--- src/rtl/register_file_pkg.sv ---
// Shared types and widths for the register-file port-A arbiter.
package register_file_pkg;

    localparam int RF_ADDR_W = 6;
    localparam int RF_DATA_W = 16;

    typedef struct packed {
        logic                 write;
        logic                 lock;
        logic [RF_ADDR_W-1:0] address;
        logic [RF_DATA_W-1:0] data;
    } rf_cmd_t;

    typedef enum logic [0:0] {
        ARB_UNLOCKED = 1'b0,
        ARB_LOCKED   = 1'b1
    } arb_state_e;

endpackage

--- src/rtl/rr_arbiter.sv ---
// Combinational round-robin picker: first requester at or above the pointer, wrapping.
module rr_arbiter #(
    parameter int N    = 2,
    parameter int IdxW = 1
) (
    input  logic [N-1:0]    req_i,
    input  logic [IdxW-1:0] ptr_i,
    output logic [N-1:0]    grant_o,
    output logic [IdxW-1:0] winner_o
);

    logic found_s;
    int   idx_s;

    // Scan from the pointer upward; the first asserted request wins.
    always_comb begin
        grant_o  = '0;
        winner_o = ptr_i;
        found_s  = 1'b0;
        idx_s    = 0;
        for (int off = 0; off < N; off++) begin
            idx_s = int'(ptr_i) + off;
            if (idx_s >= N) begin
                idx_s = idx_s - N;
            end else begin
                idx_s = idx_s;
            end
            if (!found_s && req_i[idx_s]) begin
                found_s         = 1'b1;
                grant_o[idx_s]  = 1'b1;
                winner_o        = IdxW'(idx_s);
            end else begin
                found_s = found_s;
            end
        end
    end

endmodule

--- src/rtl/register_file_arbiter.sv ---
// Round-robin owner of register-file port A with a one-stage access pipeline,
// read-data return and a lock for read-modify-write with an idle timeout.
module register_file_arbiter
    import register_file_pkg::*;
#(
    parameter int NumRequesters = 2,
    parameter int AddrWidth     = RF_ADDR_W,
    parameter int DataWidth     = RF_DATA_W,
    parameter int MaxLockIdle   = 15
) (
    input  logic                                    Clock,
    input  logic                                    Reset,
    input  logic [NumRequesters-1:0]                ReqValid,
    input  logic [NumRequesters-1:0]                ReqWrite,
    input  logic [NumRequesters-1:0]                ReqLock,
    input  logic [NumRequesters-1:0][AddrWidth-1:0] ReqAddress,
    input  logic [NumRequesters-1:0][DataWidth-1:0] ReqWriteData,
    output logic [NumRequesters-1:0]                ReqReady,
    output logic [NumRequesters-1:0]                RespValid,
    output logic [DataWidth-1:0]                    RespData,
    output logic                                    LockExpired,
    output logic [AddrWidth-1:0]                    AddressA,
    output logic [DataWidth-1:0]                    WriteData,
    output logic                                    WriteEnable,
    input  logic [DataWidth-1:0]                    ReadDataA
);

    localparam int IdxW  = (NumRequesters > 1) ? $clog2(NumRequesters) : 1;
    localparam int IdleW = $clog2(MaxLockIdle + 1);

    function automatic logic [IdxW-1:0] next_idx(input logic [IdxW-1:0] i);
        if (int'(i) == NumRequesters - 1) begin
            return '0;
        end else begin
            return i + 1'b1;
        end
    endfunction

    arb_state_e                 state_q, state_d;
    logic [IdxW-1:0]            owner_q, owner_d;
    logic [IdxW-1:0]            ptr_q, ptr_d;
    logic [IdleW-1:0]           idle_q, idle_d;
    logic                       expired_q, expired_d;
    logic                       stage_vld_q, stage_vld_d;
    logic                       stage_wr_q, stage_wr_d;
    logic [AddrWidth-1:0]       stage_addr_q, stage_addr_d;
    logic [DataWidth-1:0]       stage_data_q, stage_data_d;
    logic [IdxW-1:0]            stage_own_q, stage_own_d;
    logic [NumRequesters-1:0]   resp_vld_q, resp_vld_d;
    logic [DataWidth-1:0]       resp_data_q, resp_data_d;

    logic [NumRequesters-1:0]   arb_grant_s;
    logic [IdxW-1:0]            arb_winner_s;
    logic [NumRequesters-1:0]   ready_s;
    logic [IdxW-1:0]            sel_s;
    logic                       hs_s;
    rf_cmd_t                    cmd_s;

    rr_arbiter #(
        .N    (NumRequesters),
        .IdxW (IdxW)
    ) u_rr (
        .req_i    (ReqValid),
        .ptr_i    (ptr_q),
        .grant_o  (arb_grant_s),
        .winner_o (arb_winner_s)
    );

    // While locked only the owner can be granted; otherwise the round-robin pick.
    always_comb begin
        ready_s = '0;
        sel_s   = arb_winner_s;
        if (state_q == ARB_LOCKED) begin
            sel_s            = owner_q;
            ready_s[owner_q] = ReqValid[owner_q];
        end else begin
            ready_s = arb_grant_s;
        end
        hs_s          = |(ReqValid & ready_s);
        cmd_s.write   = ReqWrite[sel_s];
        cmd_s.lock    = ReqLock[sel_s];
        cmd_s.address = ReqAddress[sel_s];
        cmd_s.data    = ReqWriteData[sel_s];
    end

    // Lock FSM, round-robin pointer and idle timeout; an owner handshake beats the timeout.
    always_comb begin
        state_d   = state_q;
        owner_d   = owner_q;
        ptr_d     = ptr_q;
        idle_d    = idle_q;
        expired_d = 1'b0;
        case (state_q)
            ARB_UNLOCKED: begin
                if (hs_s) begin
                    ptr_d = next_idx(sel_s);
                    if (cmd_s.lock) begin
                        state_d = ARB_LOCKED;
                        owner_d = sel_s;
                        idle_d  = '0;
                    end else begin
                        state_d = ARB_UNLOCKED;
                    end
                end else begin
                    ptr_d = ptr_q;
                end
            end
            ARB_LOCKED: begin
                if (hs_s) begin
                    idle_d = '0;
                    if (!cmd_s.lock) begin
                        state_d = ARB_UNLOCKED;
                        ptr_d   = next_idx(owner_q);
                    end else begin
                        state_d = ARB_LOCKED;
                    end
                end else if (idle_q == IdleW'(MaxLockIdle - 1)) begin
                    state_d   = ARB_UNLOCKED;
                    ptr_d     = next_idx(owner_q);
                    idle_d    = '0;
                    expired_d = 1'b1;
                end else begin
                    idle_d = idle_q + 1'b1;
                end
            end
            default: begin
                state_d = ARB_UNLOCKED;
                idle_d  = '0;
            end
        endcase
    end

    // Access stage loads only on a handshake so port A holds its last values when idle.
    always_comb begin
        stage_vld_d  = hs_s;
        stage_wr_d   = stage_wr_q;
        stage_addr_d = stage_addr_q;
        stage_data_d = stage_data_q;
        stage_own_d  = stage_own_q;
        if (hs_s) begin
            stage_wr_d   = cmd_s.write;
            stage_addr_d = cmd_s.address;
            stage_data_d = cmd_s.data;
            stage_own_d  = sel_s;
        end else begin
            stage_wr_d = stage_wr_q;
        end
        resp_vld_d  = '0;
        resp_data_d = resp_data_q;
        if (stage_vld_q && !stage_wr_q) begin
            resp_vld_d[stage_own_q] = 1'b1;
            resp_data_d             = ReadDataA;
        end else begin
            resp_data_d = resp_data_q;
        end
    end

    // State registers.
    always_ff @(posedge Clock or posedge Reset) begin
        if (Reset) begin
            state_q      <= ARB_UNLOCKED;
            owner_q      <= '0;
            ptr_q        <= '0;
            idle_q       <= '0;
            expired_q    <= 1'b0;
            stage_vld_q  <= 1'b0;
            stage_wr_q   <= 1'b0;
            stage_addr_q <= '0;
            stage_data_q <= '0;
            stage_own_q  <= '0;
            resp_vld_q   <= '0;
            resp_data_q  <= '0;
        end else begin
            state_q      <= state_d;
            owner_q      <= owner_d;
            ptr_q        <= ptr_d;
            idle_q       <= idle_d;
            expired_q    <= expired_d;
            stage_vld_q  <= stage_vld_d;
            stage_wr_q   <= stage_wr_d;
            stage_addr_q <= stage_addr_d;
            stage_data_q <= stage_data_d;
            stage_own_q  <= stage_own_d;
            resp_vld_q   <= resp_vld_d;
            resp_data_q  <= resp_data_d;
        end
    end

    assign ReqReady    = ready_s;
    assign RespValid   = resp_vld_q;
    assign RespData    = resp_data_q;
    assign LockExpired = expired_q;
    assign AddressA    = stage_addr_q;
    assign WriteData   = stage_data_q;
    assign WriteEnable = stage_vld_q & stage_wr_q;

endmodule

--- config.mk ---
export PLATFORM = sky130hd
export DESIGN_NAME = register_file_arbiter
export DESIGN_NICKNAME = d
export VERILOG_FILES = /design/src/rtl/register_file_pkg.sv /design/src/rtl/rr_arbiter.sv /design/src/rtl/register_file_arbiter.sv
export SDC_FILE = /design/constraint.sdc
export NUM_CORES = 1
export LEC_CHECK = 0
export CELL_PAD_IN_SITES_DETAIL_PLACEMENT = 0
export CELL_PAD_IN_SITES_GLOBAL_PLACEMENT = 1
export CORE_MARGIN = 10
export CORE_UTILIZATION = 42
export CTS_CLUSTER_DIAMETER = 100
export DETAILED_ROUTE_END_ITERATION = 10
export DONT_BUFFER_PORTS = 1
export PLACE_DENSITY = 0.84
export SLEW_MARGIN = 30
export SYNTH_ARGS = -nofsm -noshare
export SYNTH_HDL_FRONTEND = slang
export SYNTH_SLANG_ARGS = --single-unit
export TNS_END_PERCENT = 100
--- constraint.sdc ---
create_clock -name Clock -period 1.6 [get_ports Clock]
set_input_delay 0.16 -clock Clock [delete_from_list [all_inputs] [get_ports Clock]]
set_output_delay 0.16 -clock Clock [all_outputs]
set_load 0.05 [all_outputs]
---- Word-level counts from Yosys, hierarchy flattened ----
Index checks and enable logic that the tools add are counted.
storage, ports and cells
  bits of input ports ..................... 68
  output and inout bits ................... 44
  flip-flop bits (word level) ............. 51
  word-level logic and storage cells ...... 105
operators by class
  bitwise operators ....................... 5
  $add $sub $neg .......................... 6
  equal/unequal tests ..................... 5
  reduce and logical (&&, ||, !) cells .... 12
  muxes and demuxes ....................... 54
  order comparisons ....................... 11
operators by type and width
  operator                 count
  $ge A32 B1 Y1 const B    2
  $lt A32 B3 Y1 const B    2
  $mux W32                 2
  $mux W1                  33
  $ge A32 B3 Y1 const B    1
  $mux W16                 2
  $sub A32 B3 Y32 const B  1
  $mux W4                  4
  $mux W6                  2
  $mux W2                  4
  $pmux W4 S2              1
  $logic_and A1 B1 Y1      6
  $lt A1 B2 Y1 const B     3
  $reduce_and A3 Y1        2
  $add A4 B1 Y4 const B    1
  $and A2 B2 Y2            2
  $demux W1 S1             4
  $eq A4 B4 Y1 const B     1
  $ne A2 B2 Y1 const B     2
  $pmux W1 S2              2
  $ne A3 B1 Y1 const B     1
  $ne A3 B3 Y1 const B     1
  $sub A1 B2 Y3 const B    1
  $add A1 B1 Y1 const B    2
  9 further kinds          11

---- Depth between registers and ports, before layout ----
  depth in word-level cells ............... 15
  gate-level depth with buffers ........... 7
  depth with buffers taken out ............ 6

---- By module ----
Synthesis repeated with hierarchy kept, for this count alone.
unflattened totals
  cells, all modules ...................... 208
  area, all modules ....................... 2411.1 sq um
by module, submodules not included
  module                 instances  sequential area each (sq um)  area each (sq um)  cells an instance
  register_file_arbiter  1          1276.2                        2378.5             203
  rr_arbiter             1          0.0                           32.5               5

---- Worst setup path before layout ----
No wires, ideal clock.
  path kind ............................... flip-flop to flip-flop
  start point ............................. register ptr_q
  end point ............................... register stage_addr_q[1] (netlist: AddressA[1])
  required time ........................... 1.460 ns
  arrival time ............................ 1.343 ns
  stages on the path, launching flop included .. 6
  buffers on the path ..................... 1
  library setup time ...................... 0.140 ns
  clock period less this slack ............ 1.483 ns
  path slack .............................. 0.117 ns
  cell sequence ........................... dfrtp_1 -> nand2b_4 -> a21o_4 -> buf_6 -> a2111oi_0 -> a211oi_1
between the ends
  word-level cells in the longest chain between the ends .. 12
  elaborated cells between the ends (all ways) .. 37
  those cells by class .................... 3 x add/sub; 6 x order compare; 21 x mux; 2 x bitwise; 5 x reduce/logical
ends and longest elaborated chain
  element                                                                  RTL line                                                  text
  start: declaration                                                       register_file_arbiter.sv:41                               logic [IdxW-1:0] ptr_q, ptr_d;
  start signal: assignment                                                 register_file_arbiter.sv:176                              ptr_q <= ptr_d;
  $add A1 B1 Y2, or another cell as far along                              rr_arbiter.sv:22                                          idx_s = int'(ptr_i) + off;
  $sub A32 B3 Y32, or another cell as far along                            rr_arbiter.sv:24                                          idx_s = idx_s - N;
  $mux W32, or another cell as far along                                   rr_arbiter.sv:23                                          if (idx_s >= N) begin
  $ge A32 B1 Y1 (implied by the code), or another cell as far along        rr_arbiter.sv:30                                          grant_o[idx_s] = 1'b1;
  $logic_and A1 B1 Y1 (implied by the code), or another cell as far along  rr_arbiter.sv:30
  $mux W1 (implied by the code), or another cell as far along              rr_arbiter.sv:30
  $demux W1 S1, or another cell as far along                               n/a
  $or A2 B2 Y2 (no line) / $logic_and A1 B1 Y1 (equally long branches)     n/a
  $mux W2 / $mux W1 (equally long branches)                                rr_arbiter.sv:28                                          if (!found_s && req_i[idx_s]) begin
  $mux W2 / $mux W1 (equally long branches)                                register_file_arbiter.sv:73                               if (state_q == ARB_LOCKED) begin
  $and A2 B2 Y2 / $mux W6 (equally long branches)                          register_file_arbiter.sv:79, register_file_arbiter.sv:82
  $reduce_or A2 Y1 / $mux W6 (equally long branches)                       register_file_arbiter.sv:79, register_file_arbiter.sv:82
  end signal: assignment                                                   register_file_arbiter.sv:181                              stage_addr_q <= stage_addr_d;
  end: declaration                                                         register_file_arbiter.sv:46                               logic [AddrWidth-1:0] stage_addr_q, stage_addr_d;
Several ways; a longest one is shown, not always the timed one. The select of a mux whose other input is x is not followed.
A chain may end at the register's enable or synchronous reset.

---- Final worst setup path ----
Same ends and word-level chain as after synthesis.

==> summary.md <==
| Metric | Value |
|---|---|
| Core box area | 6420 um2 |
| Crit path cell chain | nand2b_4 -> a21o_2 -> a2111oi_1 -> a211oi_2 |
| Final hold violations | 0 |
| Met2 wire len | 3820 um |
| YS warnings | 0 |
| Crit path kind | flop to flop |
| Unrepaired setup endpoints after global routing | true |
| Met3 routed WL | 983 um |
| Final WL | 8490 um |
| HP Class | primary input to flop |
| Fillcell total | 516 |
| Fin crit share | 104% |
| Met1 wire length | 3560 um |
| Chip height | 102 um |
| Total grt overflow | 0 |
| Maximum vdd drop | 1.08 mV |
| Post-Syn Instances | 278 |
| Syn_nets | 348 |
| Top cells by count, synth | dfrtp_1 (51), nor2_1 (28), nor3_1 (27) |
| Worst path slowest cell | a2111oi_1 |
| Initial antenna violation count | 1 |
| Final nets | 394 |
| Clock Pin Slew Worst Setup and Hold Paths | 0.10 ns |
| DRT iter0 DRCs | 128 |
| Footprint of the multi-input gates | 1640 um2 |
| Async SR Flop Fraction | 100% |
| Synthesized cell area | 2820 um2 |
| Crit. End Element | flop |
| Setup violations, final | 1 |
| Setup TNS | -0.0657 ns |
| Skew final | 0.00505 ns |
| Total of max-cap violations | 0 |
| Post-DP Area | 3160 um2 |
| Register bit total from synthesis | 51 |
| Finished Core Util | 58.9% |
| Clk buf depth | 2 |
| Violated checks | negative setup slack |
| Cell area power density | 2290 nW/um2 |
| Via Count | 2420 |
| Vias per inst | 5.99 |
| TritonCTS clock tree | built |
| Count of pins over their slew limit | 0 |
| Share of the synthesized area in the top cell type | 45.3% |
| I/O Pins | 112 |
| Clock Tree Root | clkbuf_8 |
| CP required | 1.79 ns |
| 1st-pass router iterations | 4 |
| DP HPWL | 5850 um |
| Register area share after synthesis | 45.3% |
| Inserted Clock Buffers | 5 |
| Final worst slack | -0.0657 ns |
| Crit path time final | 1.67 ns |
| Worst Tran Pin Value | 0.537 ns |
| Die X | 102 um |
| Netlist cell types | 39 |
| Synth area leader | dfrtp_1 |
| DR top layer | met4 |
| Initial Util | 43.8% |
| First-pass GRT wire length | 12800 um |
| Crit Path Max Fanout | 13 |
| Die ar. | 10400 um2 |
| Startpoint types | flop |
| Count of flip-flops with a built-in enable after synthesis | 0 |
| Layout Area Growth over Synthesis | 34.3% |
| Average wire per standard cell | 21.0 um |
| All-Layer GR Usage | 15.6% |
| I/O Buffers | 0 |
| Design area | 3780 um2 |
| Insertion delay to the later sink of the worst-skew pair | 0.31 ns |
| Relative slew slack | 64.2% |
| Post-route ant nets | 0 |
| Number of global-route vias before repair | 2442 |
| Lkg Pwr | 1.48 nW |
| Synth Flop Type | dfrtp_1 |
| Total power | 8.66 mW |
| Dominant cells by area after synthesis | dfrtp_1 (45%), a2111oi_0 (7.5%), mux2_2 (6.8%) |
| Count leader, synth | dfrtp_1 |
| Outcome | complete, but fails checks |
| FP Rows | 29 |
| Layout cell share with drive strength beyond 1 | 39.4% |
| Critical Path AT | 1.85 ns |
| H-tree lvl count | 2 |
| Pin count of the biggest net entering global routing | 32 |
| Crit path largest cell delay | 0.55 ns |
| GPL Wtd Cong | 0.838 |
| FF/Latch Area | 1280 um2 |
| Max Clk Rate | 600 MHz |
| # DRC | 0 |
| Syn avg cell area | 10.1 um2 |
| CTS sink cnt | 51 |
-- placed cells by master, fill, tap and decap left out, drive strengths merged, types with 3 or more instances in the layout --
master,n
a211oi,24
nand2,6
inv,9
dfrtp,51
dlygate4sd3,16
o211ai,3
nand2b,25
nor3,27
mux2,17
a21oi,4
nor2,28
nor2b,3
a21o,3
and2,3
buf,47
nand3,3
o21ai,4
a2111oi,24
clkbuf,6
-- final cells by class --
type	instances	area share (%)
sequential	51	33.8
inverter	9	0.893
clock inverter	2	0.430
tap	77	2.55
clock buffer	6	2.18
antenna	2	0.132
multi-input combinational	194	43.4
timing repair buffer	63	16.6
-- metal layers --
layer | track usage [%] | vias to the layer above
li1 | - | 1128
met1 | 19.0 | 1172
met2 | 23.9 | 108
met3 | 7.02 | 12
met4 | 5.53 | 0
met5 | 0 | -
-- cells by family after synthesis --
| logic type | count (synthesis) | synth area share, % |
|---|---|---|
| buffers and inverters | 34 | 7.42 |
| adders and majority gates | 2 | 0.889 |
| DFF | 51 | 45.3 |
| muxes | 19 | 7.51 |
| AOI/OAI and AO/OA | 74 | 20.9 |
| and+or+nand+nor | 98 | 17.9 |
-- registers in the layout (all words and copies together) (netlist names) --
signal and flops:
AddressA 6, LockExpired 1, RespData 16, RespValid 2, WriteData 16, idle_q 4, owner_q 1, ptr_q 1
stage_own_q 1, stage_vld_q 1, stage_wr_q 1, state_q 1
-- metrics by stage --
stage	hold WS [ns]	cells	setup WS, ns
3_3_place_gp	0.0650	373	-0.0277
4_1_cts	0.00162	398	-0.00619
6_report	0.0165	404	-0.0657
3_5_place_dp	0.0714	373	-0.0642
5_1_grt	0.0140	403	-0.200
2_1_floorplan	0.312	278	0.117
-- worst max-delay path: cells and delay by family (launching register included) --
kind               cells  cell delay (ns)
AOI/OAI and AO/OA      3             0.96
and+or+nand+nor        1             0.17
DFF                    1             0.41
-- report_power, final --
part	switching [mW]	total, mW	leakage, nW	internal, mW
Sequential	1.76	3.64	0.593	1.88
Combinational	2.41	4.22	0.838	1.81
Clock	0.447	0.800	0.0474	0.354
Total	4.62	8.66	1.48	4.04
-- path summary, 6_finish.rpt --
kind                       cells past startpoint  slack [ns]            to           from
hold / removal                                 1        0.02  RespData[15]  ReadDataA[15]
min in group asynchronous                      2        0.31  RespData[12]          Reset
hold reg to reg                                1        0.50  RespValid[1]    stage_own_q
setup reg to reg                               4       -0.07   AddressA[1]          ptr_q
max in group asynchronous                      3        0.75       owner_q          Reset
setup / recovery                               4       -0.07   AddressA[1]          ptr_q
-- repair_timing --
| action | 4_1_cts | 5_1_grt |
|---|---|---|
| endpoints found under the setup margin | 11 | 27 |
| resized for setup | 8 | 73 |
| gates cloned | 1 | 0 |
| hold endpoints to repair | 35 | 0 |
| setup buffers | 0 | 4 |
| hold buffers | 16 | 0 |
| pin swaps | 1 | 1 |
No activity file was read; power rests on OpenSTA's default activity.
